--- config.mk ---
export PLATFORM = sky130hd
export DESIGN_NAME = ahb_burst_tracker_flat
export DESIGN_NICKNAME = d
export VERILOG_FILES = /design/src/rtl/ahb_burst_tracker_pkg.sv /design/src/rtl/ahb_burst_tracker_if.sv /design/src/rtl/ahb_burst_tracker_addr_predictor.sv /design/src/rtl/ahb_burst_tracker.sv /design/src/flat_wrapper.sv
export SDC_FILE = /design/constraint.sdc
export NUM_CORES = 1
export LEC_CHECK = 0
export BUFFER_PORTS_ARGS = -buffer_cell sky130_fd_sc_hd__buf_4
export CORE_MARGIN = 2
export CORE_UTILIZATION = 35
export CTS_CLUSTER_DIAMETER = 30
export DETAILED_ROUTE_END_ITERATION = 16
export PLACE_DENSITY = 0.63
export SLEW_MARGIN = 20
export SYNTH_ARGS = -nofsm -noshare
export SYNTH_HDL_FRONTEND = slang
export SYNTH_SLANG_ARGS = --single-unit
--- constraint.sdc ---
create_clock -name clk -period 2.48 [get_ports clk]
set_clock_uncertainty 0.05 [all_clocks]
set_input_delay 0.248 -clock clk [delete_from_list [all_inputs] [get_ports clk]]
set_output_delay 0.248 -clock clk [all_outputs]
set_load 0.05 [all_outputs]
--- src/rtl/ahb_burst_tracker_pkg.sv ---
// Shared types for the AHB burst tracker: transfer/burst encodings,
// tracker FSM states and the burst-length decode.
package ahb_burst_tracker_pkg;

   typedef enum logic [1:0] {
      TR_IDLE   = 2'd0,
      TR_BUSY   = 2'd1,
      TR_NONSEQ = 2'd2,
      TR_SEQ    = 2'd3
   } trans_e;

   typedef enum logic [2:0] {
      BR_SINGLE = 3'd0,
      BR_INCR   = 3'd1,
      BR_WRAP4  = 3'd2,
      BR_INCR4  = 3'd3,
      BR_WRAP8  = 3'd4,
      BR_INCR8  = 3'd5,
      BR_WRAP16 = 3'd6,
      BR_INCR16 = 3'd7
   } burst_e;

   typedef enum logic {
      S_IDLE  = 1'b0,
      S_BURST = 1'b1
   } state_e;

   // Zero means undefined length (INCR)
   function automatic logic [4:0] burst_len(input logic [2:0] b);
      case (b)
         3'd0:       return 5'd1;
         3'd1:       return 5'd0;
         3'd2, 3'd3: return 5'd4;
         3'd4, 3'd5: return 5'd8;
         default:    return 5'd16;
      endcase
   endfunction

   function automatic logic is_wrap(input logic [2:0] b);
      return (b[0] == 1'b0) && (b != 3'd0);
   endfunction

endpackage

--- src/rtl/ahb_burst_tracker_if.sv ---
// AHB-Lite input side plus the per-beat request bundle to the
// I-cache lookup stage.
interface ahb_burst_tracker_if #(
   parameter int ADDR_WIDTH = 32,
   parameter int DATA_WIDTH = 32,
   parameter int OFF_W      = 2
);
   logic [ADDR_WIDTH-1:0] haddr;
   logic                  hwrite;
   logic [2:0]            hsize;
   logic [2:0]            hburst;
   logic [1:0]            htrans;
   logic                  hready;
   logic [DATA_WIDTH-1:0] hwdata;

   logic [ADDR_WIDTH-1:0] read_addr;
   logic [OFF_W-1:0]      read_addr_offset;
   logic [1:0]            trans_out;
   logic                  beat_valid;
   logic                  beat_write;
   logic [3:0]            beat_idx;
   logic                  burst_last;
   logic [DATA_WIDTH-1:0] wdata_out;
   logic                  wdata_valid;
   logic                  burst_err;

   modport master (
      output haddr, hwrite, hsize, hburst, htrans, hready, hwdata,
      input  read_addr, read_addr_offset, trans_out, beat_valid,
             beat_write, beat_idx, burst_last, wdata_out,
             wdata_valid, burst_err
   );

   modport slave (
      input  haddr, hwrite, hsize, hburst, htrans, hready, hwdata,
      output read_addr, read_addr_offset, trans_out, beat_valid,
             beat_write, beat_idx, burst_last, wdata_out,
             wdata_valid, burst_err
   );
endinterface

--- src/rtl/ahb_burst_tracker_addr_predictor.sv ---
// Combinational next-beat address and burst length from the
// current AHB address phase.
module ahb_burst_tracker_addr_predictor
   import ahb_burst_tracker_pkg::*;
#(
   parameter int ADDR_WIDTH = 32
) (
   input  logic [ADDR_WIDTH-1:0] haddr_i,
   input  logic [2:0]            hsize_i,
   input  logic [2:0]            hburst_i,
   output logic [ADDR_WIDTH-1:0] next_addr_o,
   output logic [4:0]            len_o
);
   logic [ADDR_WIDTH-1:0] sz;
   logic [ADDR_WIDTH-1:0] mask;
   logic [ADDR_WIDTH-1:0] incr;

   always_comb begin
      len_o = burst_len(hburst_i);
      sz    = ADDR_WIDTH'(1) << hsize_i;
      mask  = (ADDR_WIDTH'(len_o) << hsize_i) - ADDR_WIDTH'(1);
      incr  = haddr_i + sz;
      next_addr_o = is_wrap(hburst_i)
                  ? ((haddr_i & ~mask) | (incr & mask))
                  : incr;
   end
endmodule

--- src/rtl/ahb_burst_tracker.sv ---
// AHB-Lite burst capture front end feeding the I-cache lookup stage.
// Build option BURST_ADDR_CHECK_EN adds predicted-address checks on SEQ beats.
module ahb_burst_tracker
   import ahb_burst_tracker_pkg::*;
#(
   parameter int ADDR_WIDTH = 32,
   parameter int DATA_WIDTH = 32,
   parameter int LINE_BYTES = 16
) (
   input logic                clk,
   input logic                rst,
   ahb_burst_tracker_if.slave bus
);
   localparam int LO = $clog2(DATA_WIDTH / 8);
   localparam int HI = $clog2(LINE_BYTES) - 1;
   localparam int OFF_W = HI - LO + 1;
   localparam logic [2:0] MAX_SZ = 3'(LO);

   state_e                state_q, state_d;
   logic [ADDR_WIDTH-1:0] addr_q, addr_d;
   logic [OFF_W-1:0]      off_q, off_d;
   logic [1:0]            trans_q, trans_d;
   logic                  bvalid_q, bvalid_d;
   logic                  write_q, write_d;
   logic                  last_q, last_d;
   logic [3:0]            idx_q, idx_d;
   logic [4:0]            len_q, len_d, len_in;
   logic [DATA_WIDTH-1:0] wdata_q, wdata_d;
   logic                  wvalid_q, wvalid_d;
   logic                  wpend_q, wpend_d;
   logic                  err_q, err_d;
   logic                  accept, nonseq_acc, seq_acc, idle_end;
   logic                  err_set, size_err, final_beat, addr_err;
   logic [ADDR_WIDTH-1:0] sz_mask;

`ifdef BURST_ADDR_CHECK_EN
   logic [ADDR_WIDTH-1:0] pred_q, next_addr;
   logic [2:0]            burst_q;

   ahb_burst_tracker_addr_predictor #(
      .ADDR_WIDTH (ADDR_WIDTH)
   ) u_pred (
      .haddr_i     (bus.haddr),
      .hsize_i     (bus.hsize),
      .hburst_i    (bus.hburst),
      .next_addr_o (next_addr),
      .len_o       (len_in)
   );

   assign addr_err = (bus.haddr != pred_q) | (bus.hburst != burst_q);

   always_ff @(posedge clk) begin
      if (rst) begin
         pred_q  <= '0;
         burst_q <= '0;
      end else begin
         if (accept)     pred_q  <= next_addr;
         if (nonseq_acc) burst_q <= bus.hburst;
      end
   end
`else
   assign len_in   = burst_len(bus.hburst);
   assign addr_err = 1'b0;
`endif

   assign accept     = bus.hready & bus.htrans[1];
   assign nonseq_acc = accept & ~bus.htrans[0];
   assign seq_acc    = accept & bus.htrans[0];
   assign idle_end   = (state_q == S_BURST) & bus.hready
                     & (bus.htrans == TR_IDLE);
   assign sz_mask    = (ADDR_WIDTH'(1) << bus.hsize) - ADDR_WIDTH'(1);
   assign size_err   = (bus.hsize > MAX_SZ) | (|(bus.haddr & sz_mask));
   assign final_beat = (len_q != 5'd0) & (({1'b0, idx_q} + 5'd2) == len_q);

   always_comb begin
      state_d  = state_q;
      idx_d    = idx_q;
      last_d   = last_q;
      len_d    = len_q;
      err_set  = accept & size_err;
      bvalid_d = accept;
      addr_d   = accept ? bus.haddr : addr_q;
      off_d    = accept ? bus.haddr[HI:LO] : off_q;
      write_d  = accept ? bus.hwrite : write_q;
      trans_d  = bus.hready ? bus.htrans : trans_q;
      unique case (1'b1)
         nonseq_acc: begin
            idx_d   = 4'd0;
            last_d  = (bus.hburst == BR_SINGLE);
            len_d   = len_in;
            state_d = (bus.hburst == BR_SINGLE) ? S_IDLE : S_BURST;
            if ((state_q == S_BURST) && (len_q != 5'd0)) err_set = 1'b1;
         end
         seq_acc & (state_q == S_IDLE): begin
            idx_d   = 4'd0;
            last_d  = 1'b0;
            err_set = 1'b1;
         end
         seq_acc & (state_q == S_BURST): begin
            idx_d  = (idx_q == 4'hF) ? idx_q : idx_q + 4'd1;
            last_d = final_beat;
            if (final_beat) state_d = S_IDLE;
            if (addr_err)   err_set = 1'b1;
         end
         idle_end: begin
            state_d = S_IDLE;
            if (len_q != 5'd0) err_set = 1'b1;
         end
         default: ;
      endcase
      err_d = (err_q & ~nonseq_acc) | err_set;
      // Write data lands in the first ready cycle after its address phase
      wpend_d  = accept ? bus.hwrite : (bus.hready ? 1'b0 : wpend_q);
      wvalid_d = wpend_q & bus.hready;
      wdata_d  = (wpend_q & bus.hready) ? bus.hwdata : wdata_q;
   end

   always_ff @(posedge clk) begin
      if (rst) begin
         state_q  <= S_IDLE;
         addr_q   <= '0;
         off_q    <= '0;
         trans_q  <= TR_IDLE;
         bvalid_q <= 1'b0;
         write_q  <= 1'b0;
         last_q   <= 1'b0;
         idx_q    <= '0;
         len_q    <= '0;
         wdata_q  <= '0;
         wvalid_q <= 1'b0;
         wpend_q  <= 1'b0;
         err_q    <= 1'b0;
      end else begin
         state_q  <= state_d;
         addr_q   <= addr_d;
         off_q    <= off_d;
         trans_q  <= trans_d;
         bvalid_q <= bvalid_d;
         write_q  <= write_d;
         last_q   <= last_d;
         idx_q    <= idx_d;
         len_q    <= len_d;
         wdata_q  <= wdata_d;
         wvalid_q <= wvalid_d;
         wpend_q  <= wpend_d;
         err_q    <= err_d;
      end
   end

   assign bus.read_addr        = addr_q;
   assign bus.read_addr_offset = off_q;
   assign bus.trans_out        = trans_q;
   assign bus.beat_valid       = bvalid_q;
   assign bus.beat_write       = write_q;
   assign bus.beat_idx         = idx_q;
   assign bus.burst_last       = last_q;
   assign bus.wdata_out        = wdata_q;
   assign bus.wdata_valid      = wvalid_q;
   assign bus.burst_err        = err_q;
endmodule

--- src/flat_wrapper.sv ---
// flat-port wrapper written by rule: the top's interface ports become plain ports
module ahb_burst_tracker_flat import ahb_burst_tracker_pkg::*;
#(
   parameter int ADDR_WIDTH = 32,
   parameter int DATA_WIDTH = 32,
   parameter int LINE_BYTES = 16
)
  (clk, rst, bus_haddr, bus_hwrite, bus_hsize, bus_hburst, bus_htrans, bus_hready, bus_hwdata, bus_read_addr, bus_read_addr_offset, bus_trans_out, bus_beat_valid, bus_beat_write, bus_beat_idx, bus_burst_last, bus_wdata_out, bus_wdata_valid, bus_burst_err);
  ahb_burst_tracker_if #(.ADDR_WIDTH(ADDR_WIDTH), .DATA_WIDTH(DATA_WIDTH)) bus_i ();
  input logic clk;
  input logic rst;
  input wire logic [$bits(bus_i.haddr)-1:0] bus_haddr;
  input wire logic [$bits(bus_i.hwrite)-1:0] bus_hwrite;
  input wire logic [$bits(bus_i.hsize)-1:0] bus_hsize;
  input wire logic [$bits(bus_i.hburst)-1:0] bus_hburst;
  input wire logic [$bits(bus_i.htrans)-1:0] bus_htrans;
  input wire logic [$bits(bus_i.hready)-1:0] bus_hready;
  input wire logic [$bits(bus_i.hwdata)-1:0] bus_hwdata;
  output wire logic [$bits(bus_i.read_addr)-1:0] bus_read_addr;
  output wire logic [$bits(bus_i.read_addr_offset)-1:0] bus_read_addr_offset;
  output wire logic [$bits(bus_i.trans_out)-1:0] bus_trans_out;
  output wire logic [$bits(bus_i.beat_valid)-1:0] bus_beat_valid;
  output wire logic [$bits(bus_i.beat_write)-1:0] bus_beat_write;
  output wire logic [$bits(bus_i.beat_idx)-1:0] bus_beat_idx;
  output wire logic [$bits(bus_i.burst_last)-1:0] bus_burst_last;
  output wire logic [$bits(bus_i.wdata_out)-1:0] bus_wdata_out;
  output wire logic [$bits(bus_i.wdata_valid)-1:0] bus_wdata_valid;
  output wire logic [$bits(bus_i.burst_err)-1:0] bus_burst_err;
  assign bus_i.haddr = bus_haddr;
  assign bus_i.hwrite = bus_hwrite;
  assign bus_i.hsize = bus_hsize;
  assign bus_i.hburst = bus_hburst;
  assign bus_i.htrans = bus_htrans;
  assign bus_i.hready = bus_hready;
  assign bus_i.hwdata = bus_hwdata;
  assign bus_read_addr = bus_i.read_addr;
  assign bus_read_addr_offset = bus_i.read_addr_offset;
  assign bus_trans_out = bus_i.trans_out;
  assign bus_beat_valid = bus_i.beat_valid;
  assign bus_beat_write = bus_i.beat_write;
  assign bus_beat_idx = bus_i.beat_idx;
  assign bus_burst_last = bus_i.burst_last;
  assign bus_wdata_out = bus_i.wdata_out;
  assign bus_wdata_valid = bus_i.wdata_valid;
  assign bus_burst_err = bus_i.burst_err;
  ahb_burst_tracker #(.ADDR_WIDTH(ADDR_WIDTH), .DATA_WIDTH(DATA_WIDTH), .LINE_BYTES(LINE_BYTES)) u_core (.clk(clk), .rst(rst), .bus(bus_i));
endmodule
==> impl_metrics.tcl <==
set metrics [dict create \
    syn_area_um2 3188 \
    initialDrtViolationCount 59 \
    cts_tree "done" \
    cellLeakagePower_nw 1.942 \
    syn-num-nets 472 \
    drive_above_1_share_pct 33.52 \
    io_buffer_count 152 \
    vias 3048 \
    fp.dieH_um 99.44 \
    vdd_drop_max_mv 0.2996 \
    avgSynthCellArea_um2 8.133 \
    dieWidth_um 99.44 \
    whs_ps 86.70 \
    area_growth_pct 41.25 \
    ios 153 \
    htree_levels 3 \
    clockBufferDepth 2 \
    drt-total-wl_mm 8.643 \
    synth-seq-area-share_pct 50.86 \
    grt_pass1_wl_mm 13.52 \
    outcome "complete, no violations" \
    synth_cell_types 45 \
    hold_viol_final 0 \
    post_cts_resized 0 \
    power.density_nw_per_um2 604.6 \
    max-slew-margin-rel_pct 58.45 \
    post_drt_via_cell_ratio 4.748 \
    synthCells 392 \
    hold_class "input port to flop" \
    antennaDiodeCount 0 \
    grt_pass1_vias 2840 \
    layout_commonest_cell "buf_4" \
    first_pass_iters 4 \
    post_cts_buffers 0 \
    clockRootBuffer "clkbuf_8" \
    core-area_um2 8763 \
    cts_sinks 81 \
    final.min_clock_period_ps 1629 \
    endpoint_kind "flop" \
    layout_common_cells "buf_4, nand2_1, dfxtp_1" \
    rsz0062_at_grt "no" \
    grt_antenna_before_repair 0 \
    finalMaxSlewViolations 0 \
    critPathMaxFanout 7 \
    dp_hpwl_mm 6.047 \
    fill_cells 871 \
    place.gp.congestion 0.7667 \
    initial_utilization_pct 36.38 \
    final_cell_count_no_fill 642 \
    clock.fmax_mhz 613.7 \
    fin_setup_tns_ps 0 \
    synth-seq-cells 81 \
    crit_path_start_kind "flop" \
    placed_cells 626 \
    fin_nets 609 \
    postRouteAntennaNets 0 \
    drc 0 \
    cap_violations 0 \
    path_clk_slew_ps 100 \
    cp.arrival_ps 1820 \
    setup.worst_path.class "flop to flop" \
    cts_hold_buf 0 \
    finalCritPeriodShare_pct 65.70 \
    gr-total-overflow 0 \
    worst_slew_pin_slew_ps 623.2 \
    clkLatencyLatePin_ps 350 \
    grt_max_degree 58 \
    row_count 34 \
    finalPower_mw 2.723 \
    wl_per_cell_um 13.46 \
    ys_warn_count 0 \
    dieArea_um2 9888 \
    setup_viol 0 \
    r2r_slack_ps 850 \
    cts-buffers-inserted 9 \
    grt_usage_pct 17.07 \
    cp_data_required_time_ps 2670 \
]
critical path: stages (launching register included):
cell       delay (ps)
dfxtp_1           450
ha_1              290
xor2_1            140
nor3_1            180
o2111ai_1         180
a22o_1            240
Yosys cell counts, drive strengths merged:
| cell type | instances | share of area (%) |
|---|---|---|
| a31oi | 3 | 0.59 |
| a41o | 1 | 0.31 |
| o21bai | 1 | 0.24 |
| nand2 | 136 | 16 |
| o21ai | 8 | 1.3 |
| nor4b | 1 | 0.27 |
| o31a | 1 | 0.55 |
| xnor2 | 1 | 0.27 |
| o22ai | 1 | 0.20 |
| o2bb2ai | 1 | 0.47 |
| mux2i | 2 | 0.63 |
| a22oi | 2 | 0.47 |
| dfxtp | 81 | 51 |
| nor4 | 1 | 0.20 |
| nand2b | 2 | 0.39 |
| o2111ai | 1 | 0.27 |
| nor2 | 9 | 1.1 |
| or2 | 1 | 0.27 |
| nor2b | 3 | 0.59 |
| buf | 17 | 3.6 |
| ha | 4 | 1.6 |
| nor3 | 3 | 0.47 |
| nand4 | 1 | 0.20 |
| o41ai | 1 | 0.51 |
| a211oi | 4 | 0.94 |
| and2 | 2 | 0.47 |
| and3 | 1 | 0.20 |
| a22o | 1 | 0.27 |
| nand3b | 2 | 0.47 |
| a2111o | 1 | 0.35 |
| nand3 | 3 | 0.47 |
| xor2 | 3 | 0.82 |
| inv | 5 | 0.59 |
| clkbuf | 12 | 1.7 |
| a21oi | 75 | 12 |
| a21o | 1 | 0.24 |
kinds of logic after synthesis:
group,after synthesis,share of synthesized area (%)
AOI/OAI and AO/OA,102,18.45
buffers and inverters,34,5.926
xor gates and xnor gates,4,1.099
and+or+nand+nor,165,21.47
DFF,81,50.86
muxes,2,0.6280
adders and majority gates,4,1.570
worst paths after layout:
path,start,endpoint,cells after the start
setup / recovery,u_core.bus.beat_idx[2],u_core.state_q,5
hold / removal,bus_hwdata[26],u_core.bus.wdata_out[26],3
setup reg to reg,u_core.bus.beat_idx[2],u_core.state_q,5
hold reg to reg,u_core.bus.wdata_out[8],u_core.bus.wdata_out[8],2
registers in the layout, summed over array words and instances (netlist names), 2 cells and up:
name	flops
u_core.bus.trans_out	2
u_core.bus.wdata_out	32
u_core.len_q	4
u_core.bus.read_addr	31
u_core.bus.beat_idx	4
layout make-up:
type,instances,area (um2),area share [%]
sequential,81,1622,36.01
multi-input combinational,277,1378,30.59
clock inverter,6,48.80,1.084
timing repair buffer,155,1164,25.84
clock buffer,10,137.6,3.056
tap,108,135.1,3.001
inverter,5,18.77,0.4168
layer usage:
layer | up-vias | track usage [%] | wire length, um
li1 | 1572 | - | -
met1 | 1353 | 21.10 | 3715
met2 | 114 | 27.91 | 3970
met3 | 9 | 5.622 | 859
met4 | 0 | 6.112 | 98
met5 | - | 0 | 0
metrics by stage:
stage	util [%]	worst slack (ps)	area, um2
global route	51.38	701.4	4503
finish	51.38	850.5	4503
CTS	51.38	838.3	4503
floorplan	-	626.8	3188
global placement	49.26	609.6	4317
detailed placement	49.26	577.5	4317
where the power goes:
part           switching, mW  internal (mW)  total, mW
clock                  0.514          0.402      0.916
sequential            0.0250           1.34       1.37
combinational          0.271          0.170      0.441
total                  0.810           1.91       2.72
No activity file was read; power rests on OpenSTA's default activity.
